$ cat src/rtl/pio_link_pkg.sv
// pio_link_pkg: shared definitions for the hardware side of the NIOS PIO
// byte handshake.
//   - to_hw_sig command codes (software -> hardware)
//   - to_sw_sig status codes (hardware -> software)
//   - FSM state enum
//   - idx_width(): byte-index width helper (clog2, never less than 1)
// Optional feature macro used by the importing RTL: PIO_LINK_LOOPBACK_EN.
package pio_link_pkg;

  // Software command codes seen on to_hw_sig
  localparam logic [1:0] HW_IDLE = 2'b00;
  localparam logic [1:0] HW_SEND = 2'b01;  // to_hw_port carries a byte
  localparam logic [1:0] HW_REQ  = 2'b10;  // software requests next byte
  localparam logic [1:0] HW_FIN  = 2'b11;  // software acknowledges END

  // Hardware status codes driven on to_sw_sig
  localparam logic [1:0] SW_IDLE = 2'b00;
  localparam logic [1:0] SW_ACK  = 2'b01;  // byte captured
  localparam logic [1:0] SW_DATA = 2'b10;  // to_sw_port carries a byte
  localparam logic [1:0] SW_END  = 2'b11;  // whole packet returned

  typedef enum logic [2:0] {
    RX_WAIT,
    RX_ACK,
    PRESENT,
    RESULT,
    TX_WAIT,
    TX_HOLD,
    TX_END,
    FIN_WAIT
  } state_t;

  // Width of the byte index; a one-byte packet still needs a 1-bit index.
  function automatic int idx_width(input int n);
    return (n > 1) ? $clog2(n) : 1;
  endfunction

endpackage

$ cat src/rtl/pio_link_bytebuf.sv
// pio_link_bytebuf: NBYTES x 8 packet buffer.
// Ports:
//   clk, rst_n   clock, asynchronous active-low reset (clears every byte)
//   wr_en        write wr_byte into byte wr_idx
//   wr_idx       byte index for the single-byte write
//   wr_byte      byte to write
//   load_en      parallel load of all bytes from load_data (wins over wr_en)
//   load_data    flat packet, byte i at [8*i+:8]
//   rd_idx       byte index for the read port
//   rd_byte      byte at rd_idx (combinational read of the register array)
//   flat         whole buffer, byte i at [8*i+:8]
module pio_link_bytebuf
  import pio_link_pkg::*;
#(
  parameter int NBYTES = 16,
  parameter int IDX_W  = 4
) (
  input  logic                  clk,
  input  logic                  rst_n,
  input  logic                  wr_en,
  input  logic [IDX_W-1:0]      wr_idx,
  input  logic [7:0]            wr_byte,
  input  logic                  load_en,
  input  logic [8*NBYTES-1:0]   load_data,
  input  logic [IDX_W-1:0]      rd_idx,
  output logic [7:0]            rd_byte,
  output logic [8*NBYTES-1:0]   flat
);

  // One register per byte; each byte owns its own always_ff so the write
  // decode stays local and no storage is shared between processes.
  generate
    for (genvar gi = 0; gi < NBYTES; gi++) begin : g_byte
      logic [7:0] byte_reg;

      always_ff @(posedge clk or negedge rst_n) begin
        if (!rst_n) begin
          byte_reg <= 8'h00;
        end else if (load_en) begin
          byte_reg <= load_data[8*gi +: 8];
        end else if (wr_en && (wr_idx == IDX_W'(gi))) begin
          byte_reg <= wr_byte;
        end
      end

      assign flat[8*gi +: 8] = byte_reg;
    end
  endgenerate

  // Read mux over the flat view; an index past NBYTES-1 reads zero.
  always_comb begin
    rd_byte = 8'h00;
    for (int i = 0; i < NBYTES; i++) begin
      if (rd_idx == IDX_W'(i)) begin
        rd_byte = flat[8*i +: 8];
      end
    end
  end

endmodule

$ cat src/rtl/pio_link_hw.sv
// pio_link_hw: hardware endpoint of the NIOS PIO byte handshake.
// Receives an NBYTES packet from software byte by byte (four-phase
// SEND/ACK handshake), presents it to a downstream core with valid/ready,
// takes the core's NBYTES result with valid/ready and returns it to
// software byte by byte (REQ/DATA handshake), closing with END/FIN.
// Ports:
//   clk, reset_n          SoC clock, asynchronous active-low reset
//   to_hw_port/to_hw_sig  byte and command code from software
//   to_sw_port/to_sw_sig  byte and status code to software (registered)
//   rx_data/rx_valid      received packet to core; rx_ready from core
//   tx_data/tx_valid      result packet from core; tx_ready to core
// Optional feature: define PIO_LINK_LOOPBACK_EN to skip PRESENT/RESULT and
// echo the received packet straight back (rx_valid/tx_ready stay 0).
module pio_link_hw
  import pio_link_pkg::*;
#(
  parameter int NBYTES = 16
) (
  input  logic                  clk,
  input  logic                  reset_n,
  input  logic [7:0]            to_hw_port,
  input  logic [1:0]            to_hw_sig,
  output logic [7:0]            to_sw_port,
  output logic [1:0]            to_sw_sig,
  output logic [8*NBYTES-1:0]   rx_data,
  output logic                  rx_valid,
  input  logic                  rx_ready,
  input  logic [8*NBYTES-1:0]   tx_data,
  input  logic                  tx_valid,
  output logic                  tx_ready
);

  localparam int              IDX_W    = idx_width(NBYTES);
  localparam logic [IDX_W-1:0] LAST_IDX = IDX_W'(NBYTES - 1);

  // Software inputs are sampled once; the FSM only looks at these copies.
  logic [1:0]        sig_q;
  logic [7:0]        port_q;

  state_t            state_reg;
  logic [IDX_W-1:0]  idx_reg;
  logic [7:0]        to_sw_port_reg;
  logic [1:0]        to_sw_sig_reg;
  logic              rx_valid_reg;
  logic              tx_ready_reg;

  logic              buf_wr_en;
  logic              buf_load_en;
  logic [7:0]        buf_rd_byte;

  // The byte is written on the same edge the FSM raises ACK.
  assign buf_wr_en = (state_reg == RX_WAIT) && (sig_q == HW_SEND);

`ifdef PIO_LINK_LOOPBACK_EN
  assign buf_load_en = 1'b0;
  // Core-side inputs have no function in loopback.
  logic unused_core_inputs;
  assign unused_core_inputs = ^{tx_data, tx_valid, rx_ready};
`else
  assign buf_load_en = (state_reg == RESULT) && tx_valid && tx_ready_reg;
`endif

  pio_link_bytebuf #(
    .NBYTES (NBYTES),
    .IDX_W  (IDX_W)
  ) u_bytebuf (
    .clk       (clk),
    .rst_n     (reset_n),
    .wr_en     (buf_wr_en),
    .wr_idx    (idx_reg),
    .wr_byte   (port_q),
    .load_en   (buf_load_en),
    .load_data (tx_data),
    .rd_idx    (idx_reg),
    .rd_byte   (buf_rd_byte),
    .flat      (rx_data)
  );

  always_ff @(posedge clk or negedge reset_n) begin
    if (!reset_n) begin
      sig_q          <= HW_IDLE;
      port_q         <= 8'h00;
      state_reg      <= RX_WAIT;
      idx_reg        <= '0;
      to_sw_port_reg <= 8'h00;
      to_sw_sig_reg  <= SW_IDLE;
      rx_valid_reg   <= 1'b0;
      tx_ready_reg   <= 1'b0;
    end else begin
      sig_q  <= to_hw_sig;
      port_q <= to_hw_port;

      case (state_reg)
        // REQ and FIN are deliberately ignored while waiting for a byte.
        RX_WAIT: begin
          if (sig_q == HW_SEND) begin
            to_sw_sig_reg <= SW_ACK;
            state_reg     <= RX_ACK;
          end
        end

        RX_ACK: begin
          if (sig_q == HW_IDLE) begin
            to_sw_sig_reg <= SW_IDLE;
            if (idx_reg == LAST_IDX) begin
              idx_reg <= '0;
`ifdef PIO_LINK_LOOPBACK_EN
              state_reg <= TX_WAIT;
`else
              rx_valid_reg <= 1'b1;
              state_reg    <= PRESENT;
`endif
            end else begin
              idx_reg   <= idx_reg + IDX_W'(1);
              state_reg <= RX_WAIT;
            end
          end
        end

`ifndef PIO_LINK_LOOPBACK_EN
        // rx_ready may already be high on the first valid cycle.
        PRESENT: begin
          if (rx_valid_reg && rx_ready) begin
            rx_valid_reg <= 1'b0;
            tx_ready_reg <= 1'b1;
            state_reg    <= RESULT;
          end
        end

        // The buffer itself is loaded through buf_load_en on this edge.
        RESULT: begin
          if (tx_valid && tx_ready_reg) begin
            tx_ready_reg <= 1'b0;
            state_reg    <= TX_WAIT;
          end
        end
`endif

        TX_WAIT: begin
          if (sig_q == HW_REQ) begin
            to_sw_port_reg <= buf_rd_byte;
            to_sw_sig_reg  <= SW_DATA;
            state_reg      <= TX_HOLD;
          end
        end

        // After the last byte, END replaces the IDLE release directly.
        TX_HOLD: begin
          if (sig_q == HW_IDLE) begin
            if (idx_reg == LAST_IDX) begin
              to_sw_sig_reg <= SW_END;
              state_reg     <= TX_END;
            end else begin
              to_sw_sig_reg <= SW_IDLE;
              idx_reg       <= idx_reg + IDX_W'(1);
              state_reg     <= TX_WAIT;
            end
          end
        end

        TX_END: begin
          if (sig_q == HW_FIN) begin
            to_sw_sig_reg <= SW_IDLE;
            idx_reg       <= '0;
            state_reg     <= FIN_WAIT;
          end
        end

        // Software must drop FIN before a new SEND can be recognised.
        FIN_WAIT: begin
          if (sig_q == HW_IDLE) begin
            state_reg <= RX_WAIT;
          end
        end

        default: begin
          state_reg <= RX_WAIT;
        end
      endcase
    end
  end

  assign to_sw_port = to_sw_port_reg;
  assign to_sw_sig  = to_sw_sig_reg;
  assign rx_valid   = rx_valid_reg;
  assign tx_ready   = tx_ready_reg;

endmodule

$ cat config.mk
export PLATFORM = sky130hd
export DESIGN_NAME = pio_link_hw
export DESIGN_NICKNAME = d
export VERILOG_FILES = /design/src/rtl/pio_link_pkg.sv /design/src/rtl/pio_link_bytebuf.sv /design/src/rtl/pio_link_hw.sv
export SDC_FILE = /design/constraint.sdc
export NUM_CORES = 1
export LEC_CHECK = 0
export ABC_AREA = 1
export BUFFER_PORTS_ARGS = -buffer_cell sky130_fd_sc_hd__buf_2
export CORE_ASPECT_RATIO = 2
export CORE_MARGIN = 4
export CORE_UTILIZATION = 50
export CTS_BUF_LIST = sky130_fd_sc_hd__clkbuf_8
export CTS_CLUSTER_SIZE = 40
export DETAILED_ROUTE_END_ITERATION = 7
export PLACE_DENSITY = 0.8
export RECOVER_POWER = 100
export SLEW_MARGIN = 15
export SYNTH_ARGS = -nofsm -noshare
export SYNTH_HDL_FRONTEND = slang
export SYNTH_SLANG_ARGS = --single-unit
$ cat constraint.sdc
create_clock -name clk -period 4.8 [get_ports clk]
set_input_delay 0.72 -clock clk [delete_from_list [all_inputs] [get_ports clk]]
set_output_delay 0.72 -clock clk [all_outputs]
set_load 0.03 [all_outputs]
### After elaboration in Yosys (flattened, before gate mapping)

Index checks and enable logic that the tools add are counted.

* bits in registers: 157
* input port bits: 142

* $add $sub $neg: 1
* equality and inequality tests: 35
* mux-type cells: 79
* reduce and logical (&&, ||, !) cells: 50

Operators by type and width (number)
* $mux 8: 48
* $reduce_bool 2->1: 18
* $eq 4x4->1 const B: 8
* $mux 3: 8
* $pmux 3 s8: 1
* $logic_and 1x1->1: 21
* $mux 4: 5
* $eq 4x3->1 const B: 4
* $mux 2: 8
* $ne 2x2->1 const B: 8
* $eq 3x3->1 const B: 4
* $pmux 4 s3: 1
* $pmux 2 s5: 1
* $eq 4x2->1 const B: 2
* $reduce_and 8->1: 1
* $eq 3x2->1 const B: 2
* $reduce_and 6->1: 1
* $mux 1: 5
* $reduce_and 5->1: 1
* $reduce_bool 5->1: 1
* $add 4x1->4 const B: 1
* $eq 2x2->1 const B: 2
* $eq 4x1->1 const B: 1
* $logic_not 4->1: 1
* 10 further kinds: 12

### Depth between registers and ports, before layout

Gate-level depths: netlist of the first run.

* depth after elaboration: 17
* gate-level depth with buffers: 21
* depth with buffers taken out: 20

### Hierarchy

Synthesis of the first run repeated with hierarchy kept, for this count alone.

* cells, all modules: 1030
* area, all modules: 8075.2 um^2

By module, submodules not included
* pio_link_bytebuf: times used 1, cells each 869, area each 6656.4 um^2, seq. area each 3203.1 um^2
* pio_link_hw: times used 1, cells each 161, area each 1418.9 um^2, seq. area each 725.7 um^2

### Worst setup path after synthesis of the first run

Ideal clock, no wire load.

* path type: flip-flop to flip-flop
* start point: register idx_reg[0]
* end point: register to_sw_port_reg[6], in the netlist to_sw_port[6]
* setup time: 117 ps
* arrival: 1880 ps
* required time: 4683 ps
* path slack: 2804 ps
* cell stages (with the launch flop): 20
* cell sequence: dfrtp_1 inv_1 ha_1 buf_4 inv_1 nor3_4 buf_6 a21oi_1 nand2_1 nand2_1 nand2_1 nand3_1 nand3_1 nand3_1 nand2_1 nand3_1 nand2_1 nand2_1 nand2_1 nand2_1

* cells in the longest elaborated chain, start to end: 17

RTL lines
* start, declared: RTL line pio_link_hw.sv:41 `logic [IDX_W-1:0] idx_reg;`
* start signal, assigned: RTL line pio_link_hw.sv:114 `idx_reg <= idx_reg + IDX_W'(1);`
* start signal, assigned: RTL line pio_link_hw.sv:155 `idx_reg <= idx_reg + IDX_W'(1);`
* $logic_not 4->1: RTL line pio_link_bytebuf.sv:54 `if (rd_idx == IDX_W'(i)) begin`
* $mux 8 (15 in series): RTL line pio_link_bytebuf.sv:54
* $mux 8 (*): RTL line pio_link_bytebuf.sv:54
* end signal, assigned: RTL line pio_link_hw.sv:141 `to_sw_port_reg <= buf_rd_byte;`
* end, declared: RTL line pio_link_hw.sv:42 `logic [7:0] to_sw_port_reg;`

Mark *: on every way between the ends. The rest lies on a longest branch, timed or not.
A chain may end at the register's enable or synchronous reset.

### Final worst setup path of the first run

* start point: register idx_reg[0]
* end point: register to_sw_port_reg[0], in the netlist to_sw_port[0]

Same word-level chain as after synthesis.

==> impl_metrics.json, run 1 <==
{
  "status": "finished with violations",
  "violations": "max-capacitance violations, max-slew violations",
  "grt_overflow": 0,
  "io_pins": 282,
  "tightestPinTransition_ps": 2130,
  "synth_most_common_cell": "nand2_1",
  "fin_crit_ps": 3670,
  "hold_path_class": "in -> async",
  "finalHoldViolCount": 0,
  "ys_ff_latch": 157,
  "final-setup-viol-count": 0,
  "wl_um": 29900,
  "clock.fmax_mhz": 273,
  "critPathMostFrequentCell": "nand2_1",
  "tns_ps": 0,
  "via_per_inst": 5.58,
  "largest_register_ffs": 128,
  "cts_tree": "done",
  "synth_top_area_share_pct": 47.0,
  "r2r_start": "idx_reg[0]",
  "p_leak_nw": 4.75,
  "worstSetupStartpointType": "register",
  "pwr_density_cell_nw_per_um2": 690,
  "instances_no_fill": 1564,
  "hpwl_um": 22100,
  "total_power_mw": 6.83,
  "post_cts_buffers": 0,
  "yosysWarnings": 0,
  "worstPathRequired_ps": 5160,
  "path_clk_slew_ps": 90,
  "seq_area_frac_synth_pct": 47.0,
  "ant_nets": 0,
  "ctsHoldBuffers": 0,
  "nets": 1493,
  "rsz0062_at_grt": "no",
  "clk_latency_ps": 470,
  "ff2ff_setup_slack_ps": 1130,
  "synth.largest_area_cell": "dfrtp_1",
  "portBuffers": 281,
  "row_count": 66,
  "cts.path.max_buffers": 2,
  "vias": 8726,
  "grt_pass1_vias": 8673,
  "clkSinkCount": 157,
  "skew_ps": 15.3,
  "postSynthNetCount": 1243,
  "maxCapViolations": 5,
  "ys.flop_type": "dfrtp_1",
  "drive_gt1_share_pct": 15.1,
  "die-area_um2": 19000,
  "synth_common_cells": "nand2_1 (333), nor2_1 (171), dfrtp_1 (157)",
  "post_cts_resized": 0,
  "cts_max_level": 4,
  "antenna_found_initial": 2,
  "grt_max_degree": 138,
  "ir_worst_vdd_uv": 349,
  "slowest_stage": "nor3_1",
  "die_w_um": 99.4,
  "syn_avg_cell_area_um2": 7.61,
  "synth_async_sr_flop_share_pct": 100,
  "syn_area_um2": 8350,
  "gp_congestion": 0.945,
  "antenna_cells": 0,
  "first_pass_iters": 5,
  "synth_edf_count": 0,
  "ys_types": 35,
  "path_cells": "inv_1, ha_1, inv_1, nor3_1, nor2_1, nand2_1, nand2_1, nand2_1, nand3_1, nand3_1, nand3_1, nand2_1, nand3_1, nand2_1, nand2_1, nand2_1, nand2_1",
  "grtUsageTotal_pct": 31.1,
  "multiInputGateArea_um2": 3720,
  "nFillCells": 1627,
  "cp_slowest_stage_delay_ps": 1340,
  "die_y_um": 191,
  "cts-buffers-inserted": 17,
  "drc": 0,
  "area_growth_pct": 18.5,
  "crit_family": "simple AND/OR/NAND/NOR gates",
  "path_buf_inv": 2,
  "wl_per_cell_um": 19.1,
  "drt_first_iter_violations": 558,
  "fin_crit_sh_pct": 76.4,
  "grt_pass1_wl_um": 45400,
  "critPathKind": "reg -> reg",
  "start_util_pct": 51.1,
  "r2r_end": "to_sw_port[0]",
  "syn_inst": 1097,
  "yosys-top-cells-area": "dfrtp_1 (47%), nand2_1 (15%), nor2_1 (7.7%)",
  "root_buffer": "clkbuf_8",
  "relSlewSlack_pct": -42.1,
  "core_um2": 16400,
  "ff_latch_area_um2": 3930,
  "dp_cells": 1532,
  "r2r_cells": 17,
  "endpoint_kind": "register",
  "worstPathArrival_ps": 4030,
  "final-max-slew-violation-count": 129,
  "path_max_fanout": 16
}
[power by group]
part	leakage (nW)	total, mW	switching [mW]	internal, mW
logic	2.54	3.40	2.47	0.923
registers	2.01	2.42	0.570	1.85
clock network	0.202	1.02	0.547	0.471
[logic make-up (layout without fill, tap and decap cells)]
group                      after synthesis  count (layout)  synth area share (%)
and+or+nand+nor                        616             616                  30.7
AOI/OAI and AO/OA                      176             176                  13.3
adders and majority gates                4               4                 0.599
DFF                                    157             157                  47.0
xor gates and xnor gates                 2               2                 0.210
buffers and inverters                  142             405                  8.22
[cell type report]
cell class / count / share of cell area, %
Sequential cell: 157 / 39.7
Multi-Input combinational cell: 798 / 37.5
Timing Repair Buffer: 285 / 12.9
Inverter: 88 / 3.34
Tap cell: 204 / 2.58
Clock buffer: 17 / 2.36
Clock inverter: 15 / 1.63
[metal layers]
layer	vias to the layer above	wire length, um	part of all wire (%)	global-route usage (%)
met1	4115	10500	35	34.5
met5	-	22	0.074	0
li1	4103	-	-	-
met4	4	1610	5.4	16.5
met2	398	15700	53	55.9
met3	106	1960	6.6	5.09
[how the worst max path moves through the flow]
| stage | start | endpoint | slack (ps) | cells past startpoint |
|---|---|---|---|---|
| finish | idx_reg[0] | to_sw_port[0] | 1130 | 17 |
| global route | idx_reg[0] | to_sw_port[6] | 870 | 18 |
| CTS | idx_reg[0] | to_sw_port[5] | 1990 | 17 |
| detailed placement | idx_reg[0] | to_sw_port[5] | 2040 | 17 |
| global placement | idx_reg[0] | to_sw_port[5] | 2040 | 17 |
| floorplan | idx_reg[0] | to_sw_port[6] | 2800 | 19 |
[cell usage in the layout, fill, tap and decap left out, types with 5 or more instances in the layout]
cell      instances
nor3_1            5
a31oi_1          86
dfrtp_1         157
nand4_1           8
a22oi_1           6
o21ai_0          22
nand2_1         333
inv_1            85
buf_2           140
inv_6             6
nand3b_1          8
or2_2            21
nand3_1          59
o211ai_1         35
clkbuf_1        142
a21oi_1          20
clkbuf_8         17
nor2_1          173
[metrics by stage]
stage / worst slack [ps] / hold slack (ps) / utilization [%] / instance area (um2)
3_5_place_dp: 2040 / 465 / 59.4 / 9710
3_3_place_gp: 2040 / 461 / 59.4 / 9710
2_1_floorplan: 2800 / 424 / - / 8350
4_1_cts: 1990 / 327 / 61.8 / 10100
5_1_grt: 870 / 346 / 60.5 / 9900
6_report: 1130 / 319 / 60.5 / 9900
Power figures use the tool's default switching activity.
==> run 2, diff against run 1 <==
- clock period: 4.8 -> 3.6 ns (I/O delays scaled with it)
==> impl_metrics.json, run 2 (same netlist as run 1, synthesis figures left out) <==
{
  "nets": 1500,
  "first_pass_iters": 6,
  "drive_gt1_share_pct": 15.5,
  "critPathKind": "reg -> reg",
  "portBuffers": 281,
  "r2r_cells": 11,
  "rsz0062_at_grt": "no",
  "utilization_pct": 60.9,
  "final-setup-viol-count": 0,
  "hpwl_um": 23100,
  "path_depth": 11,
  "dp_cells": 1539,
  "hold_start": "to_hw_sig[1]",
  "ff_latch_area_um2": 3930,
  "hold_path_class": "in -> reg",
  "final_common_cell": "nand2_1",
  "ctsHoldBuffers": 0,
  "path_cells": "inv_1, ha_1, inv_1, nor2_1, inv_1, clkbuf_1, nor2_1, nor2_1, inv_1, a22oi_1, o21ai_0",
  "cts_max_level": 4,
  "grt_overflow": 0,
  "path_max_fanout": 16,
  "status": "finished with violations",
  "grtUsageTotal_pct": 32.2,
  "clock.fmax_mhz": 347,
  "fin_crit_ps": 2880,
  "die_y_um": 191,
  "vias": 8820,
  "antenna_cells": 0,
  "layout_common_cells": "nand2_1 (333), nor2_1 (172), dfrtp_1 (157), clkbuf_1 (144), buf_2 (140)",
  "cts.path.max_buffers": 2,
  "maxCapViolations": 1,
  "drc": 0,
  "path_buf_inv": 5,
  "cts_tree": "done",
  "ir_worst_vdd_uv": 438,
  "cp_slowest_stage_delay_ps": 490,
  "skew_ps": 13.9,
  "grt_max_degree": 138,
  "largest_register_ffs": 128,
  "post_cts_resized": 0,
  "total_power_mw": 9.04,
  "crit_family": "buffers and inverters",
  "violations": "max-capacitance violations, max-slew violations",
  "cts-buffers-inserted": 17,
  "path_clk_slew_ps": 90,
  "whs_path_depth": 1,
  "io_pins": 282,
  "clkSinkCount": 157,
  "final-max-slew-violation-count": 49,
  "die_w_um": 99.4,
  "r2r_start": "idx_reg[1]",
  "antenna_found_initial": 1,
  "root_buffer": "clkbuf_8",
  "p_leak_nw": 4.77,
  "relSlewSlack_pct": -81.8,
  "tightestPinTransition_ps": 2730,
  "finalHoldViolCount": 0,
  "worstPathRequired_ps": 3930,
  "nFillCells": 1603,
  "worstSetupStartpointType": "register",
  "crit_start": "idx_reg[1]",
  "wl_per_cell_um": 19.5,
  "core_um2": 16400,
  "tns_ps": 0,
  "post_cts_buffers": 0,
  "instances_no_fill": 1571,
  "grt_pass1_wl_um": 46600,
  "ant_nets": 0,
  "via_per_inst": 5.61,
  "fin_crit_sh_pct": 80.0,
  "hold_slack_ps": 182,
  "area_growth_pct": 19.1,
  "pwr_density_cell_nw_per_um2": 909,
  "start_util_pct": 51.1,
  "endpoint_kind": "register",
  "row_count": 66,
  "worstPathArrival_ps": 3210,
  "clk_latency_ps": 460,
  "die-area_um2": 19000,
  "gp_congestion": 0.952,
  "multiInputGateArea_um2": 3730,
  "critPathMostFrequentCell": "inv_1",
  "slowest_stage": "clkbuf_1",
  "drt_first_iter_violations": 643,
  "grt_pass1_vias": 8819,
  "wl_um": 30600
}
==> run 2: layout make-up <==
| cell class | count | share of cell area [%] |
|---|---|---|
| Clock inverter | 13 | 1.18 |
| Sequential cell | 157 | 39.5 |
| Tap cell | 204 | 2.57 |
| Inverter | 88 | 3.32 |
| Clock buffer | 19 | 2.63 |
| Timing Repair Buffer | 292 | 13.3 |
| Multi-Input combinational cell | 798 | 37.5 |
==> run 2: layer usage <==
layer | share of wire [%] | vias up | wire length, um | global-route usage [%]
met5 | 0.062 | - | 19 | 0
met3 | 6.5 | 136 | 1990 | 4.61
met1 | 34 | 4113 | 10500 | 35.4
li1 | - | 4119 | - | -
met2 | 53 | 450 | 16100 | 57.4
met4 | 6.7 | 2 | 2060 | 19.9
==> run 2: worst paths after layout <==
path | to | slack (ps)
worst max-delay path | u_bytebuf.g_byte[13].byte_reg[6] | 720
worst min-delay path | sig_q[1] | 180
worst max register to register | u_bytebuf.g_byte[13].byte_reg[6] | 720
worst min register to register | to_sw_sig[1] | 500
max in group asynchronous | u_bytebuf.g_byte[10].byte_reg[1] | 960
min in group asynchronous | u_bytebuf.g_byte[1].byte_reg[5] | 940
==> run 2: where the power goes <==
part,internal (mW),switching [mW]
logic,1.24,3.22
registers,2.46,0.843
clock network,0.586,0.689
total,4.29,4.75
==> run 2: through the flow <==
step                area (um2)  setup WS (ps)
CTS                      10200            946
global route              9950            424
detailed placement        9780            996
finish                    9950            721
global placement          9780           1110
floorplan                 8350           1600
==> run 3, diff against run 2 <==
- clock period: 3.6 -> 2.8 ns (I/O delays scaled with it)
==> impl_metrics.json, run 3 (same netlist as run 1, synthesis figures left out) <==
{
  "status": "complete, no violations",
  "root_buffer": "clkbuf_8",
  "worstPathArrival_ps": 3050,
  "pwr-share-clk_pct": 15.6,
  "cts.path.max_buffers": 2,
  "path_buf_inv": 3,
  "cp_slowest_stage_delay_ps": 520,
  "row_count": 66,
  "drive_gt1_share_pct": 17.2,
  "hold_start": "to_hw_port[4]",
  "p_switching_mw": 6.16,
  "clk_latency_ps": 470,
  "path_clk_slew_ps": 90,
  "final_common_cell": "nand2_1",
  "ff2ff_setup_slack_ps": 130,
  "fin_crit_ps": 2670,
  "antenna_found_initial": 0,
  "nets": 1516,
  "gp_congestion": 0.951,
  "r2r_cells": 8,
  "wl_um": 30800,
  "whs_path_depth": 1,
  "worst_slack_ps": 131,
  "cts-buffers-inserted": 17,
  "min_to": "port_q[4]",
  "finish.instance_area_um2": 10100,
  "drc": 0,
  "seqPwrFrac_pct": 35.2,
  "wl_per_cell_um": 19.4,
  "post-place-ws_ps": 316,
  "hold_path_class": "in -> reg",
  "critPathKind": "reg -> reg",
  "swShare_pct": 51.5,
  "slowest_stage": "inv_1",
  "drt_first_iter_violations": 539,
  "die_w_um": 99.4,
  "die_y_um": 191,
  "start_util_pct": 51.1,
  "r2r_start": "state_reg[1]",
  "via_per_inst": 5.56,
  "grtUsageTotal_pct": 32.3,
  "hpwl_um": 23400,
  "p_leak_nw": 4.87,
  "relSlewSlack_pct": 2.45,
  "worstPathRequired_ps": 3190,
  "tns_ps": 0,
  "io_pins": 282,
  "maxCapViolations": 0,
  "antenna_cells": 0,
  "p_int_mw": 5.80,
  "finalHoldViolCount": 0,
  "core_um2": 16400,
  "crit_family": "buffers and inverters",
  "placed_area_um2": 9900,
  "largest_register_ffs": 128,
  "path_cells": "nand2_1, nor2_1, inv_1, nor2_4, inv_1, nand2_1, clkbuf_2, o211ai_1",
  "clkSinkCount": 157,
  "ir_worst_vdd_uv": 585,
  "first_pass_iters": 5,
  "worstSetupStartpointType": "register",
  "utilization_pct": 62.0,
  "path_max_fanout": 16,
  "ant_nets": 0,
  "portBuffers": 281,
  "vias": 8820,
  "area_growth_pct": 21.4,
  "grt_max_degree": 59,
  "skew_ps": 9.30,
  "cts_tree": "done",
  "grt_pass1_wl_um": 46500,
  "final-setup-viol-count": 0,
  "pwr-share-comb_pct": 49.1,
  "grt_pass1_vias": 8804,
  "grt_overflow": 0,
  "die-area_um2": 19000,
  "tightestPinTransition_ps": 1460,
  "final-max-slew-violation-count": 0,
  "cts_max_level": 4,
  "hold_slack_ps": 49.5,
  "pwr_density_cell_nw_per_um2": 1180,
  "fin_crit_sh_pct": 95.3,
  "r2r_end": "u_bytebuf.g_byte[10].byte_reg[3]",
  "clock.fmax_mhz": 375,
  "endpoint_kind": "register",
  "layout_common_cells": "nand2_1 (333), nor2_1 (170), dfrtp_1 (156), buf_2 (141), clkbuf_1 (140)"
}
## run 3: final cells by class
| cell class | instances | area (um2) |
|---|---|---|
| sequential | 157 | 3930 |
| inverter | 88 | 330 |
| clock buffer | 17 | 234 |
| fill | 1597 | 6210 |
| tap | 204 | 255 |
| clock inverter | 13 | 193 |
| timing repair buffer | 307 | 1440 |
| multi-input combinational | 799 | 3760 |
## run 3: timing repair
action,4_1_cts,5_1_grt
resized for setup,0,2
hold buffers,1,0
setup buffers,0,3
hold endpoints to repair,56,0
endpoints found under the setup margin,0,2
## run 3: worst register-to-register path, stage by stage, from the launching register on
cell and delay, ps:
dfrtp_1 490, nand2_1 170, nor2_1 60, inv_1 110
nor2_4 70, inv_1 520, nand2_1 510, clkbuf_2 410
o211ai_1 260
## run 3: worst max-delay path by stage
stage	end	cells after the start	slack (ps)	startpoint
after floorplan	to_sw_port[6]	19	800	idx_reg[0]
after global placement	to_sw_port[4]	18	350	idx_reg[3]
after detailed placement	to_sw_port[4]	18	320	idx_reg[0]
after CTS	to_sw_port[4]	18	290	idx_reg[0]
after global routing	to_sw_port[4]	17	-8	idx_reg[2]
final	u_bytebuf.g_byte[10].byte_reg[3]	8	130	state_reg[1]
## run 3: metal layers
metal	vias to the layer above	part of all wire, %	track usage, %
li1	4147	-	-
met1	4125	35	35.8
met2	421	53	56.4
met3	127	6.0	4.72
met4	0	6.0	21.4
met5	-	0	0
## run 3: power groups by stage
stage          Combinational [mW]  Clock (mW)  Sequential (mW)
6_report                     5.87        1.87             4.21
5_1_grt                      6.46        1.97             4.29
2_1_floorplan                2.65           0             5.47
3_5_place_dp                 6.05           0             4.18
4_1_cts                      6.08        1.88             4.14
3_3_place_gp                 5.96           0             4.18
## run 3: stage by stage
| stage | instances | total power [mW] |
|---|---|---|
| floorplan | 1097 | 8.12 |
| global placement | 1550 | 10.1 |
| detailed placement | 1550 | 10.2 |
| CTS | 1581 | 12.1 |
| global route | 1585 | 12.7 |
| finish | 1585 | 12.0 |
